$ cat config.mk
export PLATFORM = sky130hd
export DESIGN_NAME = multicycle_control_unit
export DESIGN_NICKNAME = d
export VERILOG_FILES = /design/src/rtl/multicycle_control_unit.sv
export SDC_FILE = /design/constraint.sdc
export NUM_CORES = 1
export LEC_CHECK = 0
export BUFFER_PORTS_ARGS = -buffer_cell sky130_fd_sc_hd__buf_2
export CORE_UTILIZATION = 44
export CTS_CLUSTER_DIAMETER = 120
export DETAILED_ROUTE_END_ITERATION = 16
export PLACE_DENSITY = 0.84
export SLEW_MARGIN = 40
export SYNTH_ARGS = -nofsm -noshare
export SYNTH_HDL_FRONTEND = slang
export SYNTH_SLANG_ARGS = --single-unit
$ cat constraint.sdc
create_clock -name clk -period 1.65 [get_ports clk]
set_input_delay 0.2475 -clock clk [delete_from_list [all_inputs] [get_ports clk]]
set_output_delay 0.2475 -clock clk [all_outputs]
set_load 0.02 [all_outputs]
$ cat src/rtl/multicycle_control_unit.sv
`default_nettype none
// ============================================================================
//  Module      : multicycle_control_unit
//  Description : Multicycle FSM sequencing a stack machine datapath: fetch,
//                decode, operand pops, ALU execute, write-back and jumps.
//                Optional trap support is compiled in with `define CU_TRAP_EN.
//  Revision    : 1.0 - initial release
// ============================================================================
module multicycle_control_unit #(
    parameter int DATA_WIDTH  = 8,
    parameter int ADDR_WIDTH  = 12,
    parameter int STACK_DEPTH = 16
) (
    input  logic                  clk,
    input  logic                  reset,
    input  logic                  start,
    input  logic                  imem_ack,
    input  logic [DATA_WIDTH-1:0] INSTR_IN,
    input  logic [DATA_WIDTH-1:0] ARG_IN,
    input  logic                  COMPARE_IN,
    input  logic                  OVERFLOW_IN,
    input  logic [ADDR_WIDTH-1:0] TOS_IN,
    output logic                  imem_req,
    output logic                  CTRL_REG_INSTR,
    output logic                  CTRL_REG_OP1,
    output logic                  CTRL_REG_OP2,
    output logic                  CTRL_STACK_PUSH,
    output logic                  CTRL_STACK_POP,
    output logic [1:0]            SEL_STACK_SRC,
    output logic [3:0]            SEL_ULA,
    output logic                  CTRL_REG_PC,
    output logic                  SEL_MUX_PC,
    output logic                  halted,
    output logic                  trap
);

`ifdef CU_TRAP_EN
    localparam bit TRAP_EN = 1'b1;
`else
    localparam bit TRAP_EN = 1'b0;
`endif

    // Opcode map
    localparam logic [DATA_WIDTH-1:0] OP_NOP       = DATA_WIDTH'(8'h00);
    localparam logic [DATA_WIDTH-1:0] OP_PUSH      = DATA_WIDTH'(8'h01);
    localparam logic [DATA_WIDTH-1:0] OP_POP       = DATA_WIDTH'(8'h02);
    localparam logic [DATA_WIDTH-1:0] OP_ALU_FIRST = DATA_WIDTH'(8'h10);
    localparam logic [DATA_WIDTH-1:0] OP_ALU_LAST  = DATA_WIDTH'(8'h17);
    localparam logic [DATA_WIDTH-1:0] OP_CMP       = DATA_WIDTH'(8'h20);
    localparam logic [DATA_WIDTH-1:0] OP_JMP       = DATA_WIDTH'(8'h30);
    localparam logic [DATA_WIDTH-1:0] OP_JMPT      = DATA_WIDTH'(8'h31);
    localparam logic [DATA_WIDTH-1:0] OP_HALT      = DATA_WIDTH'(8'hFF);

    localparam logic [3:0] ULA_CMP  = 4'h8;
    localparam logic [3:0] ULA_TEST = 4'hE;

    localparam logic [1:0] SRC_ARG = 2'd0;
    localparam logic [1:0] SRC_ALU = 2'd1;
    localparam logic [1:0] SRC_CMP = 2'd2;

    typedef enum logic [3:0] {
        S_IDLE   = 4'd0,
        S_FETCH  = 4'd1,
        S_DECODE = 4'd2,
        S_POP_A  = 4'd3,
        S_POP_B  = 4'd4,
        S_EXEC   = 4'd5,
        S_WRITE  = 4'd6,
        S_JUMP   = 4'd7,
        S_TRAP   = 4'd8
    } state_t;

    state_t                state;
    logic [DATA_WIDTH-1:0] instr;

    // Decoded view of the latched opcode
    logic       is_nop;
    logic       is_push;
    logic       is_pop;
    logic       is_alu;
    logic       is_cmp;
    logic       is_jmp;
    logic       is_jmpt;
    logic       is_halt;
    logic       is_legal;
    logic       pushes;
    logic [1:0] need_ops;
    logic [1:0] push_src;
    logic [3:0] alu_sel;
    logic       underflow;
    logic       overflow;
    logic       decode_fault;

    // The argument byte is routed straight to the datapath; the sequencer
    // never looks at it.
    logic unused_arg;
    assign unused_arg = ^ARG_IN;

    // The instruction register must load in the very cycle the memory
    // acknowledges, so this strobe is the only one derived combinationally.
    assign CTRL_REG_INSTR = (state == S_FETCH) && imem_ack;

    // Opcode classification and stack-depth checks for the latched opcode
    always_comb begin
        is_nop   = (instr == OP_NOP);
        is_push  = (instr == OP_PUSH);
        is_pop   = (instr == OP_POP);
        is_alu   = (instr >= OP_ALU_FIRST) && (instr <= OP_ALU_LAST);
        is_cmp   = (instr == OP_CMP);
        is_jmp   = (instr == OP_JMP);
        is_jmpt  = (instr == OP_JMPT);
        is_halt  = (instr == OP_HALT);
        is_legal = is_nop | is_push | is_pop | is_alu | is_cmp |
                   is_jmp | is_jmpt | is_halt;
        pushes   = is_push | is_alu | is_cmp;

        need_ops = 2'd0;
        if (is_pop || is_jmpt) begin
            need_ops = 2'd1;
        end else if (is_alu || is_cmp) begin
            need_ops = 2'd2;
        end

        push_src = SRC_ARG;
        if (is_alu) begin
            push_src = SRC_ALU;
        end else if (is_cmp) begin
            push_src = SRC_CMP;
        end

        alu_sel = instr[3:0];
        if (is_cmp) begin
            alu_sel = ULA_CMP;
        end else if (is_jmpt) begin
            alu_sel = ULA_TEST;
        end

        // ALU/CMP ops have a net stack change of -1 and so never overflow
        underflow    = ADDR_WIDTH'(need_ops) > TOS_IN;
        overflow     = is_push && (TOS_IN == ADDR_WIDTH'(STACK_DEPTH));
        decode_fault = underflow | overflow | ~is_legal;
    end

    // Sequencer: state register plus registered strobes for the next state
    always_ff @(posedge clk) begin
        if (reset) begin
            state           <= S_IDLE;
            instr           <= '0;
            imem_req        <= 1'b0;
            CTRL_REG_OP1    <= 1'b0;
            CTRL_REG_OP2    <= 1'b0;
            CTRL_STACK_PUSH <= 1'b0;
            CTRL_STACK_POP  <= 1'b0;
            SEL_STACK_SRC   <= SRC_ARG;
            SEL_ULA         <= 4'h0;
            CTRL_REG_PC     <= 1'b0;
            SEL_MUX_PC      <= 1'b0;
            halted          <= 1'b0;
            trap            <= 1'b0;
        end else begin
            // Strobes are single-cycle: cleared unless the next state asks
            imem_req        <= 1'b0;
            CTRL_REG_OP1    <= 1'b0;
            CTRL_REG_OP2    <= 1'b0;
            CTRL_STACK_PUSH <= 1'b0;
            CTRL_STACK_POP  <= 1'b0;
            SEL_STACK_SRC   <= SRC_ARG;
            SEL_ULA         <= 4'h0;
            CTRL_REG_PC     <= 1'b0;
            SEL_MUX_PC      <= 1'b0;

            case (state)
                S_IDLE: begin
                    if (start) begin
                        state    <= S_FETCH;
                        halted   <= 1'b0;
                        imem_req <= 1'b1;
                    end
                end

                S_FETCH: begin
                    if (imem_ack) begin
                        state <= S_DECODE;
                        instr <= INSTR_IN;
                    end else begin
                        imem_req <= 1'b1;
                    end
                end

                S_DECODE: begin
                    if (TRAP_EN && decode_fault) begin
                        state <= S_TRAP;
                        trap  <= 1'b1;
                    end else if (is_halt) begin
                        state  <= S_IDLE;
                        halted <= 1'b1;
                    end else if (is_jmp) begin
                        state       <= S_JUMP;
                        CTRL_REG_PC <= 1'b1;
                        SEL_MUX_PC  <= 1'b1;
                    end else if (is_pop || is_alu || is_cmp || is_jmpt) begin
                        state          <= S_POP_A;
                        CTRL_STACK_POP <= 1'b1;
                        CTRL_REG_OP2   <= 1'b1;
                    end else begin
                        // NOP and PUSH; unlisted opcodes also land here when
                        // traps are not built in
                        state           <= S_WRITE;
                        CTRL_REG_PC     <= 1'b1;
                        CTRL_STACK_PUSH <= is_push;
                        SEL_STACK_SRC   <= SRC_ARG;
                    end
                end

                S_POP_A: begin
                    if (is_alu || is_cmp) begin
                        state          <= S_POP_B;
                        CTRL_STACK_POP <= 1'b1;
                        CTRL_REG_OP1   <= 1'b1;
                    end else if (is_jmpt) begin
                        state   <= S_EXEC;
                        SEL_ULA <= alu_sel;
                    end else begin
                        state       <= S_WRITE;
                        CTRL_REG_PC <= 1'b1;
                    end
                end

                S_POP_B: begin
                    state   <= S_EXEC;
                    SEL_ULA <= alu_sel;
                end

                S_EXEC: begin
                    if (TRAP_EN && is_alu && OVERFLOW_IN) begin
                        state <= S_TRAP;
                        trap  <= 1'b1;
                    end else if (is_jmpt && COMPARE_IN) begin
                        state       <= S_JUMP;
                        CTRL_REG_PC <= 1'b1;
                        SEL_MUX_PC  <= 1'b1;
                    end else begin
                        // ALU select stays put through the write-back cycle
                        state           <= S_WRITE;
                        SEL_ULA         <= alu_sel;
                        CTRL_REG_PC     <= 1'b1;
                        CTRL_STACK_PUSH <= pushes;
                        SEL_STACK_SRC   <= push_src;
                    end
                end

                S_WRITE, S_JUMP: begin
                    state    <= S_FETCH;
                    imem_req <= 1'b1;
                end

                S_TRAP: begin
                    // Sticky until reset
                    state <= S_TRAP;
                end

                default: begin
                    state <= S_IDLE;
                end
            endcase
        end
    end

endmodule
`default_nettype wire
==> reports/metrics.yaml, run 1 <==
grt_pass1_wl_um: 5640
violations: "negative setup slack"
critPathLaunchType: "flop"
hold_viol_final: 0
min_period_ns: 1.72
grtUsageTotal_pct: 21.4
drt_wl_total_um: 3620
critical_path_class: "reg -> reg"
via_per_inst: 5.75
cp.required_ns: 1.92
tritoncts: "built"
drive_above_1_share_pct: 36.7
outcome: "complete, but fails checks"
io_buffers: 27
synth_top_area_share_pct: 36.5
yosys_warnings: 0
gp_congestion: 0.871
layoutNonFillerInstCount: 254
grt_max_degree: 19
grt_pass1_vias: 1243
netlist_area_sq_mm: 0.00143
crit_buf_inv: 1
ios: 50
ant_nets: 0
cts.sinks: 26
rows: 20
n_fill_cell: 292
clk_latency_ns: 0.33
antenna_found_initial: 0
finalWorstSetupSlack_ns: -0.0676
path_max_fanout: 3
synth_nets: 204
min_path_type: "in -> reg"
max_stage_delay_ns: 0.49
die_w_um: 58.9
final_max_slew_viol_count: 0
synth_cell_types: 51
start_util_pct: 46.7
worst_ep_arrival_time_ns: 1.99
period_share_pct: 104
netlist_instances: 170
placedCellCount: 245
max_freq_mhz: 582
synth-async-reset-ratio_pct: 0
final_nets: 245
leakage_nw: 0.801
die_h_um: 58.9
diodes: 0
clk_transition_reported_paths_ns: 0.14
rsz0062_at_grt: "yes"
tritoncts.num_buffers: 3
dr.pass1.iters: 4
clock_skew_ns: 0.00823
clockBufferDepth: 2
wl_per_cell_um: 14.3
cp_cell_sequence: "buf_4 -> nor4b_1 -> o21ai_1 -> or4_1 -> a21oi_1"
power_mw: 1.42
ys_ff_latch: 26
synth_edf_count: 0
drtIter0Drc: 81
cap_viol_max_count: 0
area_growth_pct: 27.9
yosys-top-cells-area: "dfxtp_1 37%, mux2i_1 6.3%, nor2_1 5.3%"
irDropWorstVdd_uv: 377
h-tree-depth: 1
p_per_area_mw_per_mm2: 777
synth_ff_type: "dfxtp_1"
synth_top_area_cell: "dfxtp_1"
vias: 1460
cts_hold_buf: 0
grt_overflow: 0
crit_family: "simple AND/OR/NAND/NOR gates"
die_area_sq_mm: 0.00347
core_sq_mm: 0.00305
drc: 0
setup_viol: 2
ys_seq_area_share_pct: 36.5
cp-end-kind: "flop"
post-dp-hpwl_um: 2260
syn_area_per_cell_sq_um: 8.38
slowest_stage: "or4_1"
cts_root_buf: "clkbuf_4"
==> where the power goes <==
group	total (mW)	internal (mW)	switching [mW]
clock	0.325	0.135	0.190
sequential	0.680	0.655	0.0247
combinational	0.411	0.193	0.218
==> Yosys cell counts, types with 2 or more instances <==
| cell | instances |
|---|---|
| dfxtp_1 | 26 |
| nor2_1 | 20 |
| mux2i_1 | 9 |
| nand2_1 | 9 |
| a21oi_1 | 8 |
| clkbuf_1 | 7 |
| o21ai_0 | 7 |
| nor3_1 | 6 |
| nor4b_1 | 5 |
| buf_2 | 4 |
| inv_1 | 4 |
| nand4_1 | 4 |
| a211oi_1 | 3 |
| a31oi_1 | 3 |
| and3b_1 | 3 |
| nand2b_1 | 3 |
| nand3_1 | 3 |
| nand3b_1 | 3 |
| o21a_1 | 3 |
| or3b_2 | 3 |
| a21boi_0 | 2 |
| buf_4 | 2 |
| buf_6 | 2 |
| nor4_1 | 2 |
| o211ai_1 | 2 |
| o21ai_1 | 2 |
==> flip-flops by register name (all words and copies together) (netlist names), 2 cells and up <==
name / cells
SEL_STACK_SRC: 2
SEL_ULA: 4
instr: 8
state: 4
==> routing by layer <==
metal	part of all wire, %	track usage, %	vias to the layer above	wire [um]
met5	0	0	-	0
met4	3.1	12.6	0	112
met3	6.0	2.86	15	218
met2	49	33.9	74	1770
met1	42	27.8	673	1520
li1	-	-	698	-
==> path summary, 6_finish.rpt <==
path | start | end | slack [ns] | depth (start not counted)
hold reg to reg | halted | halted | 0.51 | 2
setup / recovery | state[2] | state[0] | -0.07 | 5
setup reg to reg | state[2] | state[0] | -0.07 | 5
hold / removal | INSTR_IN[6] | instr[6] | 0.14 | 3
==> through the flow <==
| stage | instance area (sq um) | setup slack (ns) | setup TNS [ns] | util [%] | hold WS (ns) |
|---|---|---|---|---|---|
| after floorplan | 1430 | 0.0655 | 0 | - | 0.391 |
| after global placement | 1680 | 0.0256 | 0 | 54.9 | 0.467 |
| after detailed placement | 1680 | -0.0293 | -0.0293 | 54.9 | 0.478 |
| after CTS | 1770 | 0.00229 | 0 | 57.8 | 0.134 |
| after global routing | 1820 | -0.187 | -0.449 | 59.7 | 0.119 |
| final | 1820 | -0.0676 | -0.0718 | 59.7 | 0.136 |
==> what timing repair did <==
item | 4_1_cts | 5_1_grt
pin swaps | 2 | 2
buffers inserted | 3 | 2
hold endpoints to repair | 0 | 0
setup endpoints to repair | 2 | 10
gates resized for setup | 11 | 11
==> area by class of cell <==
| class | instances | area, sq um | share of cell area (%) |
|---|---|---|---|
| inverter | 4 | 15.0 | 0.824 |
| sequential | 26 | 534 | 29.3 |
| clock buffer | 4 | 36.3 | 1.99 |
| tap | 44 | 55.1 | 3.02 |
| timing repair buffer | 52 | 340 | 18.7 |
| multi-input combinational | 124 | 842 | 46.2 |
==> kinds of logic (layout without fill, tap and decap cells) <==
kind of cell,count (synthesis),after routing,synth area share (%)
muxes,10,10,7.11
xor gates and xnor gates,1,1,0.615
other,1,1,0.263
buffers and inverters,20,60,7.29
and+or+nand+nor,73,73,30.4
AOI/OAI and AO/OA,39,39,17.8
DFF,26,26,36.5
==> worst register-to-register path: stages, from the launching register on <==
cell	delay, ns
dfxtp_4	0.38
buf_4	0.14
nor4b_1	0.36
o21ai_1	0.14
or4_1	0.49
a21oi_1	0.15
==> layout by cell type, fill, tap and decap left out, drive strengths merged, types with 2 or more instances in the layout <==
| cell type | n |
|---|---|
| and3b | 3 |
| nand3 | 3 |
| o211ai | 2 |
| a21boi | 2 |
| a21oi | 8 |
| or3 | 2 |
| inv | 4 |
| or3b | 4 |
| nand3b | 3 |
| nand2 | 9 |
| nor2 | 20 |
| clkbuf | 4 |
| nor4 | 2 |
| buf | 52 |
| a31oi | 3 |
| mux2i | 9 |
| nand4 | 4 |
| nand2b | 3 |
| a211oi | 3 |
| nor4b | 5 |
| nor3 | 7 |
| dfxtp | 26 |
| o21a | 3 |
| o21ai | 9 |
Note: power is estimated with default switching activity, not from simulation.
==> inputs of run 2 (changes only) <==
MAX_ROUTING_LAYER = met4   (was unset)
SETUP_SLACK_MARGIN = 0.3   (was unset)
==> run 2 against run 1 <==
Compared with the run above: the run still ends with negative setup slack left; first-iteration DRC count increased by 11%; final cell count increased by 8.3%; core utilization increased by 15 points; die area unchanged; count of clock-buffer cells in the layout decreased by 1; global-route usage increased by 2.6 points; sequential power about the same; worst setup slack improved by 0.029 ns; largest cell class unchanged; highest routed layer unchanged.
==> reports/metrics.yaml, run 2 (synthesis results as in run 1) <==
outcome: "complete, but fails checks"
violations: "negative setup slack"
tritoncts.num_buffers: 3
cap_viol_max_count: 0
die_area_sq_mm: 0.00347
hold_viol_final: 0
post-dp-hpwl_um: 2410
area_growth_pct: 60.3
grt_pass1_wl_um: 6150
regMostFlops: "instr"
tritoncts: "built"
cp_cell_sequence: "buf_12 -> nor4b_4 -> nand2_2 -> inv_2 -> buf_6"
critPathLaunchType: "flop"
gp_congestion: 0.893
clk_latency_ns: 0.33
worst_ep_arrival_time_ns: 1.44
multi_input_area_sq_mm: 0.00105
die_w_um: 58.9
ios: 50
ant_nets: 0
seq_area_sq_um: 551
critical_path_class: "reg -> out"
final_max_slew_viol_count: 0
regToRegSetupSlack_ns: 0.05
final_cell_mix: "31 x buf_4, 26 x buf_2, 19 x nor2_1, 16 x dfxtp_1, 13 x buf_6"
core_sq_mm: 0.00305
r2r-end: "SEL_ULA[1]"
cp.required_ns: 1.40
largest_reg_flops: 8
period_share_pct: 102
rsz0062_at_grt: "yes"
n_fill_cell: 211
leakage_nw: 0.968
placedCellCount: 244
max_stage_delay_ns: 0.36
final_nets: 266
diodes: 0
hold_slack_ns: 0.136
stdcell_area_sq_mm: 0.00228
die_h_um: 58.9
cts.sinks: 26
min_from: "INSTR_IN[1]"
whs_path_depth: 3
reg2reg_from: "instr[3]"
antenna_found_initial: 0
setup_viol: 1
drc: 0
io_buffers: 27
path_max_fanout: 9
vias: 1637
layoutNonFillerInstCount: 275
cts_hold_buf: 0
whs_endpoint: "instr[1]"
drive_above_1_share_pct: 56.7
reg2reg_depth: 5
grt_overflow: 0
cts_root_buf: "clkbuf_4"
finalWorstSetupSlack_ns: -0.0381
slowest_stage: "dfxtp_2"
start_util_pct: 46.7
pre_cts_slack_ns: 0.0405
layout_commonest_cell: "buf_4"
grtUsageTotal_pct: 24.0
irDropWorstVdd_uv: 353
clockBufferDepth: 2
max_freq_mhz: 592
clock_skew_ns: 0.00263
reg_top3: "instr (8), SEL_ULA (4), state (4)"
grt_max_degree: 19
min_path_type: "in -> reg"
via_per_inst: 5.95
rows: 20
p_per_area_mw_per_mm2: 769
drt_wl_total_um: 4940
h-tree-depth: 1
wl_per_cell_um: 18.0
min_period_ns: 1.69
grt_pass1_vias: 1383
clk_transition_reported_paths_ns: 0.15
place_area_sq_mm: 0.00174
cp-end-kind: "primary output"
drtIter0Drc: 90
dr.pass1.iters: 4
[run 2: cell count changes in the layout (fill, tap and decap cells not counted), moves of 5 or more]
cell | previous run | this run
buf_6 | 2 | 13
dfxtp_1 | 21 | 16
o21ai_0 | 7 | 2
buf_4 | 23 | 31
[run 2: how the worst max path moves through the flow]
stage | start | endpoint | slack [ns] | depth (start not counted)
2_1_floorplan | instr[5] | CTRL_STACK_PUSH | 0.19 | 6
3_3_place_gp | instr[1] | SEL_ULA[2] | 0.09 | 4
3_5_place_dp | instr[1] | SEL_ULA[2] | 0.04 | 4
4_1_cts | state[2] | CTRL_REG_INSTR | 0.03 | 5
5_1_grt | state[1] | CTRL_REG_INSTR | -0.1 | 5
6_report | state[1] | CTRL_REG_INSTR | -0.04 | 5
[run 2: cell type report]
type	instances	share of cell area [%]
clock inverter	1	1.31
sequential	26	24.1
inverter	4	0.657
timing repair buffer	73	24.5
multi-input combinational	124	46.1
tap	44	2.41
clock buffer	3	0.986
[run 2: timing repair]
action	4_1_cts	5_1_grt
setup buffers	11	16
endpoints found under the hold margin	0	0
resized for setup	30	46
endpoints found under the setup margin	25	25
pin swaps	13	25
[run 2: metrics by stage]
step	total power [mW]	setup TNS, ns	util [%]
final	1.76	-0.0381	74.8
after global routing	1.83	-0.0967	74.8
after CTS	1.56	0	64.6
after detailed placement	1.07	0	57.0
after global placement	1.06	0	57.0
after floorplan	0.984	0	-
[run 2: power by group]
part	switching (mW)	total [mW]	internal, mW	leakage [nW]
Sequential	0.0270	0.679	0.652	0.217
Clock	0.200	0.445	0.246	0.0279
Combinational	0.323	0.632	0.309	0.722
Total	0.550	1.76	1.21	0.968
[run 2: per-layer routing]
metal	GRT usage, %	vias to the layer above	part of all wire [%]
met4	15.6	0	4.5
met3	2.64	29	5.6
met1	30.1	775	41
met5	-	-	0
li1	-	733	-
met2	36.5	100	49
[run 2: worst max-delay path: cells and delay by family (launching register included)]
family                 cells  cell delay, ns
and+or+nand+nor            2            0.44
buffers and inverters      3            0.30
DFF                        1            0.36
==> inputs of run 3 (changes only) <==
SETUP_SLACK_MARGIN = unset   (was 0.3)
clock period = 1.43 ns   (was 1.65 ns; I/O delays follow)
==> run 3 against run 2 <==
Compared with the run above: the flow still finishes with violations (negative setup slack); hold slack worse by 0.044 ns; flip-flop and latch count is the same; clock skew up 0.011 ns; count of clock-buffer cells in the layout stayed put; core utilization down 2.2 points; register-to-register slack worse by 0.24 ns; first-iteration DRC count rose by 7.8%; worst setup slack got worse by 0.16 ns; die area stayed put; global-route usage rose by 3.2 points; critical path depth unchanged; largest power group unchanged.
==> reports/metrics.yaml, run 3 (synthesis results as in run 1) <==
core_sq_mm: 0.00305
die_h_um: 58.9
p_per_area_mw_per_mm2: 896
critPathLaunchType: "flop"
placedCellCount: 263
layoutNonFillerInstCount: 280
seq_area_sq_um: 544
clk_latency_ns: 0.34
met1_length_um: 1870
drc: 0
r2r-end: "CTRL_STACK_PUSH"
path_max_fanout: 2
dr.pass1.iters: 4
max_freq_mhz: 613
cp-end-kind: "primary output"
vias: 1675
reg2reg_from: "instr[6]"
crit_top_cell: "buf_6"
ant_nets: 0
min_period_ns: 1.63
finalWorstSetupSlack_ns: -0.200
highest-signal-layer: "met4"
die_area_sq_mm: 0.00347
final_max_slew_viol_count: 0
io_buffers: 27
grt_overflow: 0
antenna_found_initial: 0
pre_cts_slack_ns: -0.110
grtUsageTotal_pct: 27.2
leakage_nw: 0.984
min_from: "INSTR_IN[3]"
tritoncts: "built"
cp_cell_sequence: "buf_6 -> nor4b_4 -> nand2_2 -> inv_2 -> buf_6"
slowest_stage: "dfxtp_4"
start_util_pct: 46.7
tritoncts.num_buffers: 3
wl_per_cell_um: 17.4
grt_pass1_vias: 1543
clk_transition_reported_paths_ns: 0.16
via_per_inst: 5.98
cts_root_buf: "clkbuf_4"
hold_slack_ns: 0.0927
hold_viol_final: 0
layout_commonest_cell: "buf_4"
rsz0062_at_grt: "yes"
irDropWorstVdd_uv: 699
violations: "negative setup slack"
setup_viol: 11
n_fill_cell: 219
reg_top3: "instr (8), SEL_ULA (4), state (4)"
grt_max_degree: 16
diodes: 0
drive_above_1_share_pct: 54.2
whs_path_depth: 3
cp.required_ns: 1.22
min_path_type: "in -> reg"
worst_ep_arrival_time_ns: 1.42
drtIter0Drc: 97
cts_hold_buf: 0
die_w_um: 58.9
final_nets: 271
largest_reg_flops: 8
final_cell_mix: "39 x buf_4, 26 x buf_2, 18 x nor2_1, 15 x dfxtp_1, 11 x buf_6"
cts.sinks: 26
drt_wl_total_um: 4860
h-tree-depth: 1
reg2reg_depth: 4
clockBufferDepth: 2
ios: 50
regToRegSetupSlack_ns: -0.19
max_stage_delay_ns: 0.38
outcome: "complete, but fails checks"
wl_met3_um: 314
multi_input_area_sq_um: 985
gp_congestion: 0.922
dr_wl_met2_um: 2460
area_growth_pct: 55.7
cap_viol_max_count: 0
grt_pass1_wl_um: 6920
post-dp-hpwl_um: 2690
clock_skew_ns: 0.0140
period_share_pct: 114
rows: 20
whs_endpoint: "instr[3]"
regMostFlops: "instr"
critical_path_class: "reg -> out"
run 3: cell types whose count changed in the layout (fill, tap and decap cells not counted), sizes merged:
| cell | delta |
|---|---|
| buf | +4 |
| or3 | +1 |
run 3: what timing repair did:
item | CTS | global route
endpoints found under the hold margin | 0 | 0
setup buffers | 11 | 2
pin swaps | 10 | 12
endpoints found under the setup margin | 21 | 22
cloned | 0 | 1
gates resized for setup | 24 | 28
run 3: stage by stage:
stage	power (mW)	utilization (%)	instance area [sq um]	setup TNS, ns
after floorplan	1.12	-	1500	-0.100
after global placement	1.27	61.1	1860	-0.378
after detailed placement	1.30	61.1	1860	-0.877
after CTS	1.87	67.7	2070	-0.493
after global routing	2.07	72.7	2220	-1.66
final	1.99	72.7	2220	-1.04
run 3: final cells by class:
type                            instances  share of cell area [%]
Clock buffer                            3                    1.02
Inverter                                4                   0.677
Tap cell                               44                    2.48
Multi-Input combinational cell        125                    44.4
Sequential cell                        26                    24.5
Clock inverter                          1                    1.35
Timing Repair Buffer                   77                    25.5
run 3: power by group:
part           switching [mW]  internal [mW]  total, mW
registers              0.0359          0.756      0.792
logic                   0.339          0.334      0.674
clock network           0.238          0.284      0.521
run 3: worst max-delay path: cells and delay by family (launching register included):
| family | cells | cell delay [ns] |
|---|---|---|
| and+or+nand+nor | 2 | 0.41 |
| DFF | 1 | 0.38 |
| buffers and inverters | 3 | 0.28 |
run 3: worst max path at each step:
stage	startpoint	to	slack (ns)	cells past startpoint
6_report	state[3]	CTRL_REG_INSTR	-0.20	5
5_1_grt	state[3]	CTRL_REG_INSTR	-0.27	5
4_1_cts	state[3]	CTRL_REG_INSTR	-0.15	5
3_5_place_dp	state[2]	SEL_ULA[2]	-0.11	4
3_3_place_gp	instr[1]	SEL_ULA[2]	-0.08	4
2_1_floorplan	instr[0]	state[2]	-0.04	5
run 3: metal layers:
metal / up-vias / global-route usage (%)
met5: - / -
met4: 0 / 15.3
met3: 33 / 3.30
met2: 110 / 46.9
met1: 782 / 30.3
li1: 750 / -
